### config.mk
export PLATFORM = sky130hd
export DESIGN_NAME = sprite_engine
export DESIGN_NICKNAME = d
export VERILOG_FILES = /design/src/rtl/sprite_engine.sv
export SDC_FILE = /design/constraint.sdc
export NUM_CORES = 1
export LEC_CHECK = 0
export CORE_MARGIN = 1.5
export CORE_UTILIZATION = 46
export DETAILED_ROUTE_END_ITERATION = 10
export GPL_TIMING_DRIVEN = 1
export MAX_ROUTING_LAYER = met4
export PLACE_DENSITY_LB_ADDON = 0.2
export SLEW_MARGIN = 20
export SYNTH_ARGS = -nofsm -noshare
export SYNTH_HDL_FRONTEND = slang
export SYNTH_SLANG_ARGS = --single-unit
### constraint.sdc
create_clock -name CLK -period 4.05 [get_ports CLK]
set_input_delay 0.405 -clock CLK [delete_from_list [all_inputs] [get_ports CLK]]
set_output_delay 0.405 -clock CLK [all_outputs]
set_load 0.05 [all_outputs]
### src/rtl/sprite_engine.sv
// Sprite overlay stage: rectangle hit test against a movable origin, sprite-ROM addressing,
// latency-matched hit/background pipeline and keyed/blinking output select.
`timescale 1ns/1ps
module sprite_engine #(
  parameter int SPR_W = 224,
  parameter int SPR_H = 180,
  parameter int ADDR_W = 16,
  parameter int CW = 8,
  parameter int MEM_LAT = 1,
  parameter int INIT_X = 150,
  parameter int INIT_Y = 100,
  parameter logic [3*CW-1:0] KEY_RGB = 24'hFF00FF,
  parameter int BLINK_FRAMES = 30
) (
  input  logic              CLK,
  input  logic              RST,
  input  logic [9:0]        x,
  input  logic [9:0]        y,
  input  logic              frame_start,
  input  logic [9:0]        pos_x,
  input  logic [9:0]        pos_y,
  input  logic              pos_load,
  input  logic [1:0]        mode,
  output logic [ADDR_W-1:0] mem_addr,
  input  logic [CW-1:0]     mem_r,
  input  logic [CW-1:0]     mem_g,
  input  logic [CW-1:0]     mem_b,
  input  logic [CW-1:0]     bg_r,
  input  logic [CW-1:0]     bg_g,
  input  logic [CW-1:0]     bg_b,
  output logic [CW-1:0]     VGA_RED,
  output logic [CW-1:0]     VGA_GREEN,
  output logic [CW-1:0]     VGA_BLUE
);

  localparam int PIX_W = 3 * CW;
  localparam int BCW   = (BLINK_FRAMES > 1) ? $clog2(BLINK_FRAMES) : 1;
  localparam int LIN_W = (ADDR_W > 22) ? ADDR_W : 22;

  logic [9:0]     ox_reg, oy_reg, pend_x_reg, pend_y_reg;
  logic           pend_valid_reg;
  logic [1:0]     active_mode_reg;
  logic [BCW-1:0] blink_cnt_reg;
  logic           blink_vis_reg;

  // Origin, mode and blink state only change at frame boundaries so a frame never tears.
  always_ff @(posedge CLK) begin
    if (RST) begin
      ox_reg          <= 10'(INIT_X);
      oy_reg          <= 10'(INIT_Y);
      pend_x_reg      <= '0;
      pend_y_reg      <= '0;
      pend_valid_reg  <= 1'b0;
      active_mode_reg <= 2'b00;
      blink_cnt_reg   <= '0;
      blink_vis_reg   <= 1'b1;
    end else if (frame_start) begin
      active_mode_reg <= mode;
      pend_valid_reg  <= 1'b0;
      if (pos_load) begin
        ox_reg <= pos_x;
        oy_reg <= pos_y;
      end else if (pend_valid_reg) begin
        ox_reg <= pend_x_reg;
        oy_reg <= pend_y_reg;
      end
      if (blink_cnt_reg == BCW'(BLINK_FRAMES - 1)) begin
        blink_cnt_reg <= '0;
        blink_vis_reg <= ~blink_vis_reg;
      end else begin
        blink_cnt_reg <= blink_cnt_reg + 1'b1;
      end
    end else if (pos_load) begin
      pend_x_reg     <= pos_x;
      pend_y_reg     <= pos_y;
      pend_valid_reg <= 1'b1;
    end
  end

  logic [10:0]      x_end, y_end, dx, dy;
  logic             hit;
  logic [LIN_W-1:0] lin;

  // 11-bit math keeps the right/bottom bound from wrapping, so off-screen parts simply clip.
  always_comb begin
    x_end    = {1'b0, ox_reg} + 11'(SPR_W);
    y_end    = {1'b0, oy_reg} + 11'(SPR_H);
    dx       = {1'b0, x} - {1'b0, ox_reg};
    dy       = {1'b0, y} - {1'b0, oy_reg};
    hit      = ({1'b0, x} >= {1'b0, ox_reg}) && ({1'b0, x} < x_end) &&
               ({1'b0, y} >= {1'b0, oy_reg}) && ({1'b0, y} < y_end);
    lin      = LIN_W'(dy) * LIN_W'(SPR_W) + LIN_W'(dx);
    mem_addr = hit ? lin[ADDR_W-1:0] : '0;
  end

  genvar gi;
  generate
    for (gi = 0; gi < MEM_LAT; gi++) begin : g_stage
      logic             hit_q, vis_q, hit_in, vis_in;
      logic [PIX_W-1:0] bg_q, bg_in;
      if (gi == 0) begin : g_src
        assign hit_in = hit;
        assign vis_in = blink_vis_reg;
        assign bg_in  = {bg_r, bg_g, bg_b};
      end else begin : g_src
        assign hit_in = g_stage[gi-1].hit_q;
        assign vis_in = g_stage[gi-1].vis_q;
        assign bg_in  = g_stage[gi-1].bg_q;
      end
      always_ff @(posedge CLK) begin
        if (RST) begin
          hit_q <= 1'b0;
          vis_q <= 1'b0;
          bg_q  <= '0;
        end else begin
          hit_q <= hit_in;
          vis_q <= vis_in;
          bg_q  <= bg_in;
        end
      end
    end
  endgenerate

  logic             hit_d, vis_d;
  logic [PIX_W-1:0] bg_d, mem_pix, pix_next, pix_reg;

  assign hit_d   = g_stage[MEM_LAT-1].hit_q;
  assign vis_d   = g_stage[MEM_LAT-1].vis_q;
  assign bg_d    = g_stage[MEM_LAT-1].bg_q;
  assign mem_pix = {mem_r, mem_g, mem_b};

  always_comb begin
    pix_next = mem_pix;
    if (active_mode_reg == 2'b00 || !hit_d) begin
      pix_next = bg_d;
    end else if (active_mode_reg == 2'b11 && !vis_d) begin
      pix_next = bg_d;
    end else if (active_mode_reg[1] && mem_pix == KEY_RGB) begin
      pix_next = bg_d;
    end
  end

  always_ff @(posedge CLK) begin
    if (RST) pix_reg <= '0;
    else     pix_reg <= pix_next;
  end

  assign VGA_RED   = pix_reg[3*CW-1:2*CW];
  assign VGA_GREEN = pix_reg[2*CW-1:CW];
  assign VGA_BLUE  = pix_reg[CW-1:0];

endmodule

After elaboration in Yosys (flattened, before gate mapping):

Cells that the tools add are included.

* add/sub/neg operators: 6
* multipliers: 1
* order comparisons: 4
* equal/unequal tests: 3
* mux-type cells: 9
* bitwise logic cells: 2
* reductions and logical operators: 14

Operator list (count)
* 24-bit 2-to-1 mux: 3
* 10-bit 2-to-1 mux: 4
* 24-bit == test, second input constant: 1
* 10-bit by 8-bit adder with 11-bit output, second input constant: 2
* 10-bit by 11-bit < comparator with 1-bit output: 2
* 10-bit by 10-bit subtractor with 11-bit output: 2
* 10-bit >= comparator: 2
* 16-bit by 11-bit adder with 16-bit output: 1
* 16-bit 2-to-1 mux: 1
* 11-bit by 3-bit multiplier with 11-bit output, second input constant: 1
* 2-bit AND reduction: 3
* 5-bit by 1-bit adder with 5-bit output, second input constant: 1
* 5-bit == test, second input constant: 1
* 1-bit logical AND: 5
* 5-bit 2-to-1 mux: 1
* 2-bit == test, second input constant: 1
* 1-bit zero test: 2
* 2-bit zero test: 1
* 1-bit NOT: 2
* 2-bit nonzero test: 1
* 2-bit OR reduction: 1
* 1-bit logical OR: 1

* register bits after elaboration: 99
* input bits: 94

Logic depth before layout (Yosys ltp):

* depth in word-level cells: 6
* depth in mapped cells: 19

Worst setup path before layout:

Ideal clock, no wire load.

* path kind: in2out
* from: in y[0]
* to: out mem_addr[14]
* data arrival time: 4612 ps
* required time: 3645 ps
* setup slack: -967 ps
* stages on the path: 15
* path buffers: 0
* cells stage by stage: inv_1 > ha_1 > inv_1 > fa_1 > xor2_1 > fa_1 > ha_1 > fa_1 > a21o_1 > a21oi_1 > xnor2_1 > nand2_1 > o21ai_0 > a31oi_1 > nor3_1

* longest elaborated chain between the ends: 4

RTL lines
* start, declared: line 18 `input logic [9:0] y,`
* 10-bit by 10-bit subtractor with 11-bit output / 10-bit >= comparator (equally long branches): line 89, 91
* 11-bit by 3-bit multiplier with 11-bit output / 1-bit logical AND (equally long branches): line 92, 90
* 16-bit by 11-bit adder with 16-bit output / 1-bit logical AND (equally long branches): line 92, 91
* 16-bit 2-to-1 mux *: line 93 `mem_addr = hit ? lin[ADDR_W-1:0] : '0;`
* end, declared: line 24 `output logic [ADDR_W-1:0] mem_addr,`

Every way passes the cells marked *; elsewhere a longest branch is shown, timed or not.

Worst setup path in the final report:

* from: in y[1]
* to: out mem_addr[15]

Same word-level chain as after synthesis.

==> results.md <==
- Placeable core region: 12600 um2
- Sink count of the clock tree: 99
- Post-synth top area share: 33.4%
- Clock root buffer master: clkbuf_16
- VDD IR max: 389 uV
- Via count of the first global-routing pass: 5161
- DR WL/cell: 15.0 um
- Setup repair after global routing missed its margin: yes
- Starting density of the core: 47.0%
- Reg-to-reg endpoint: g_stage[0].hit_q
- CP Max Fanout: 4
- Top area cells in the synthesized netlist: dfxtp_1, ha_1, mux2i_1
- GRT Util Overall: 22.4%
- Count of inserted antenna diode cells: 0
- Crit path DAT: 4160 ps
- Smallest setup slack after layout: -510 ps
- Final Critical Period: 4560 ps
- Final setup violating endpoints: 6
- Crit path capture: mem_addr[15]
- Cell area after synthesis: 5930 um2
- Die X-Extent: 117 um
- Status: complete, but fails checks
- DRC violations left: 0
- Reported max-cap violation count: 0
- DIE AREA: 13600 um2
- Vias post-DR: 5354
- Num ports: 134
- Share of flip-flops with an asynchronous set or reset: 0%
- CTS Hold Bufs: 0
- TritonCTS Buffers: 9
- Maximum clock skew at final layout: 6.21 ps
- Worst-case clock buffer depth: 2
- Summed negative setup slack over all endpoints: -2120 ps
- Initial antenna violation count: 0
- Pins over their slew limit: 0
- Total non-filler cell area in the finished layout: 9000 um2
- Final weighted congestion of routability-driven global placement: 0.898
- Class of the tightest hold or removal check: reg2reg
- Number of cell instances on the worst register-to-register path: 12
- Average instance area after synthesis: 8.93 um2
- Synth Register Bits: 99
- TritonCTS clock tree: built
- Startpoint of the worst register-to-register path: oy_reg[2]
- Start-to-end type of the worst setup path: in2out
- Count of different cell masters after synthesis: 51
- Part of the Yosys area used for sequential elements: 33.4%
- Remaining number of nets flagged by the antenna check after routing: 0
- Share of final-layout standard cells stronger than drive strength 1: 23.3%
- Synthesis-to-layout area growth: 51.7%
- Endpoint kind of the worst setup timing path: output pin
- Dominant synthesized flop cell: dfxtp_1
- Critical path data required time: 3640 ps
- Count of input and output buffers: 133
- Cell area after placement: 8180 um2
- HPWL Detailed: 11800 um
- Reg-to-reg setup timing slack: 1140 ps
- Net count after synthesis: 822
- Cell taking the most area after synthesis: dfxtp_1
- Total wire length: 15700 um
- Cell area power density: 612 nW/um2
- Global-route wire length before repair: 23500 um
- Slew at the pin with the worst max-slew slack: 899 ps
- Headroom to the max-slew limit: 40.1%
- Startpoint of the most critical setup path: y[1]
- Level count of the clock H-tree: 3
- Source-to-sink clock delay at the later pin of the worst-skew pair: 340 ps
- Tcrit/Tclk final: 113%
- Clock-pin slew of the registers on the worst-case setup and hold paths: 60 ps
- Final hold viol count: 0
- Count of flip-flops with a built-in enable after synthesis: 0
- Total number of nets in the final design: 1028
- Number of search-and-repair iterations in the first detailed-routing pass: 4
- Row Count: 41
- Element type at the critical path start: primary input
- Peak Freq: 0.219 GHz
- Remaining global-route overflow: 0
- Via-per-instance ratio: 5.11
- Violations in the final reports: setup timing
- Violation count after the first detailed-routing iteration: 213
- Synthesis warning total: 0
- Die boundary height: 117 um
- Instance count of the mapped netlist: 664
- Maximum number of pins on one net before global-route repair: 56
- Leakage power figure: 3.98 nW
- Filler cells: 951
==> layout by cell type (no fill, tap or decap), drive strengths merged, types with 8 or more instances in the layout <==
cell type / n
a21o: 15
nor2: 83
o21ai: 13
buf: 105
ha: 57
nand4: 9
inv: 39
clkbuf: 11
a211oi: 16
nand2: 55
mux2i: 48
o21a: 8
clkdlybuf4s50: 110
nor2b: 31
xnor2: 26
xor2: 17
a21oi: 43
dfxtp: 99
==> worst min-delay path by stage <==
stage | startpoint | endpoint | slack, ps | depth (start not counted)
2_1_floorplan | ox_reg[1] | ox_reg[1] | 440 | 1
3_3_place_gp | pend_y_reg[9] | pend_y_reg[9] | 440 | 2
3_5_place_dp | pend_x_reg[0] | pend_x_reg[0] | 450 | 2
4_1_cts | pend_x_reg[0] | pend_x_reg[0] | 450 | 2
5_1_grt | pend_x_reg[2] | pend_x_reg[2] | 480 | 2
6_report | pend_x_reg[2] | pend_x_reg[2] | 450 | 2
==> synthesized netlist by cell type, types with 2 or more instances <==
| cell type | count |
|---|---|
| a31oi_1 | 2 |
| dfxtp_1 | 99 |
| mux4_2 | 2 |
| nand4_1 | 9 |
| nor2b_1 | 31 |
| nor3_1 | 7 |
| xor2_1 | 17 |
| o31ai_1 | 2 |
| o21a_1 | 8 |
| ha_1 | 57 |
| nand2b_1 | 6 |
| inv_1 | 38 |
| o21bai_1 | 7 |
| and2_1 | 3 |
| or3_1 | 5 |
| a21oi_1 | 43 |
| a21o_1 | 15 |
| a211oi_1 | 15 |
| nand2_1 | 54 |
| nor2_1 | 83 |
| and3_1 | 4 |
| o211ai_1 | 6 |
| a211o_1 | 7 |
| o21ai_0 | 13 |
| buf_12 | 2 |
| buf_1 | 3 |
| mux2i_1 | 48 |
| xnor2_1 | 26 |
| and4_1 | 3 |
| fa_1 | 7 |
| clkbuf_1 | 21 |
| nand3_1 | 2 |
==> layout make-up <==
cell class	instances	area, um2	area share, %
Multi-Input combinational cell	501	4180	46.5
Clock buffer	10	229	2.54
Tap cell	172	215	2.39
Inverter	38	160	1.78
Timing Repair Buffer	221	2170	24.1
Sequential cell	99	1990	22.1
Clock inverter	6	51.3	0.570
==> where the power goes <==
group,internal [mW],switching (mW)
Sequential,1.03,0.0284
Combinational,1.93,1.73
Clock,0.424,0.368
Total,3.38,2.13
==> stage by stage <==
| step | power, mW | utilization (%) | setup WS (ps) | hold WS (ps) | cells |
|---|---|---|---|---|---|
| 6_report | 5.51 | 71.3 | -510 | 454 | 1047 |
| 5_1_grt | 5.83 | 71.3 | -717 | 476 | 1047 |
| 4_1_cts | 5.05 | 69.3 | -490 | 455 | 1038 |
| 3_5_place_dp | 3.78 | 64.9 | -877 | 446 | 1016 |
| 3_3_place_gp | 3.71 | 64.9 | -758 | 440 | 1016 |
| 2_1_floorplan | 2.80 | - | -157 | 435 | 664 |
==> kinds of logic (layout without fill, tap and decap cells) <==
group	count (synthesis)	in the layout	synth area share, %
xor gates and xnor gates	45	45	7.13
buffers and inverters	64	275	4.60
AOI/OAI and AO/OA	126	126	13.9
DFF	99	99	33.4
and+or+nand+nor	215	215	17.4
adders and majority gates	64	64	14.4
muxes	51	51	9.12
==> metal layers <==
| layer | global-route usage (%) | part of all wire, % |
|---|---|---|
| met1 | 26.8 | 42 |
| met2 | 38.7 | 53 |
| met3 | 3.53 | 2.9 |
| met4 | 7.71 | 2.5 |
| met5 | - | 0 |
==> what timing repair did <==
action	in CTS	in global routing
pin swaps	35	42
endpoints found under the setup margin	8	8
gates resized for setup	49	36
buffers inserted	6	10
==> worst max-delay path: stages <==
cell,delay (ps)
clkdlybuf4s15_1,240
buf_4,180
fa_2,430
a21o_1,230
a21oi_4,170
o21bai_1,100
a21oi_2,160
xnor2_2,180
xor2_2,240
ha_4,240
ha_4,270
nand2_2,40
o211ai_1,240
a21o_1,190
a21oi_2,70
xnor3_1,340
mux2i_4,270
buf_12,160
No activity file was read; power rests on OpenSTA's default activity.
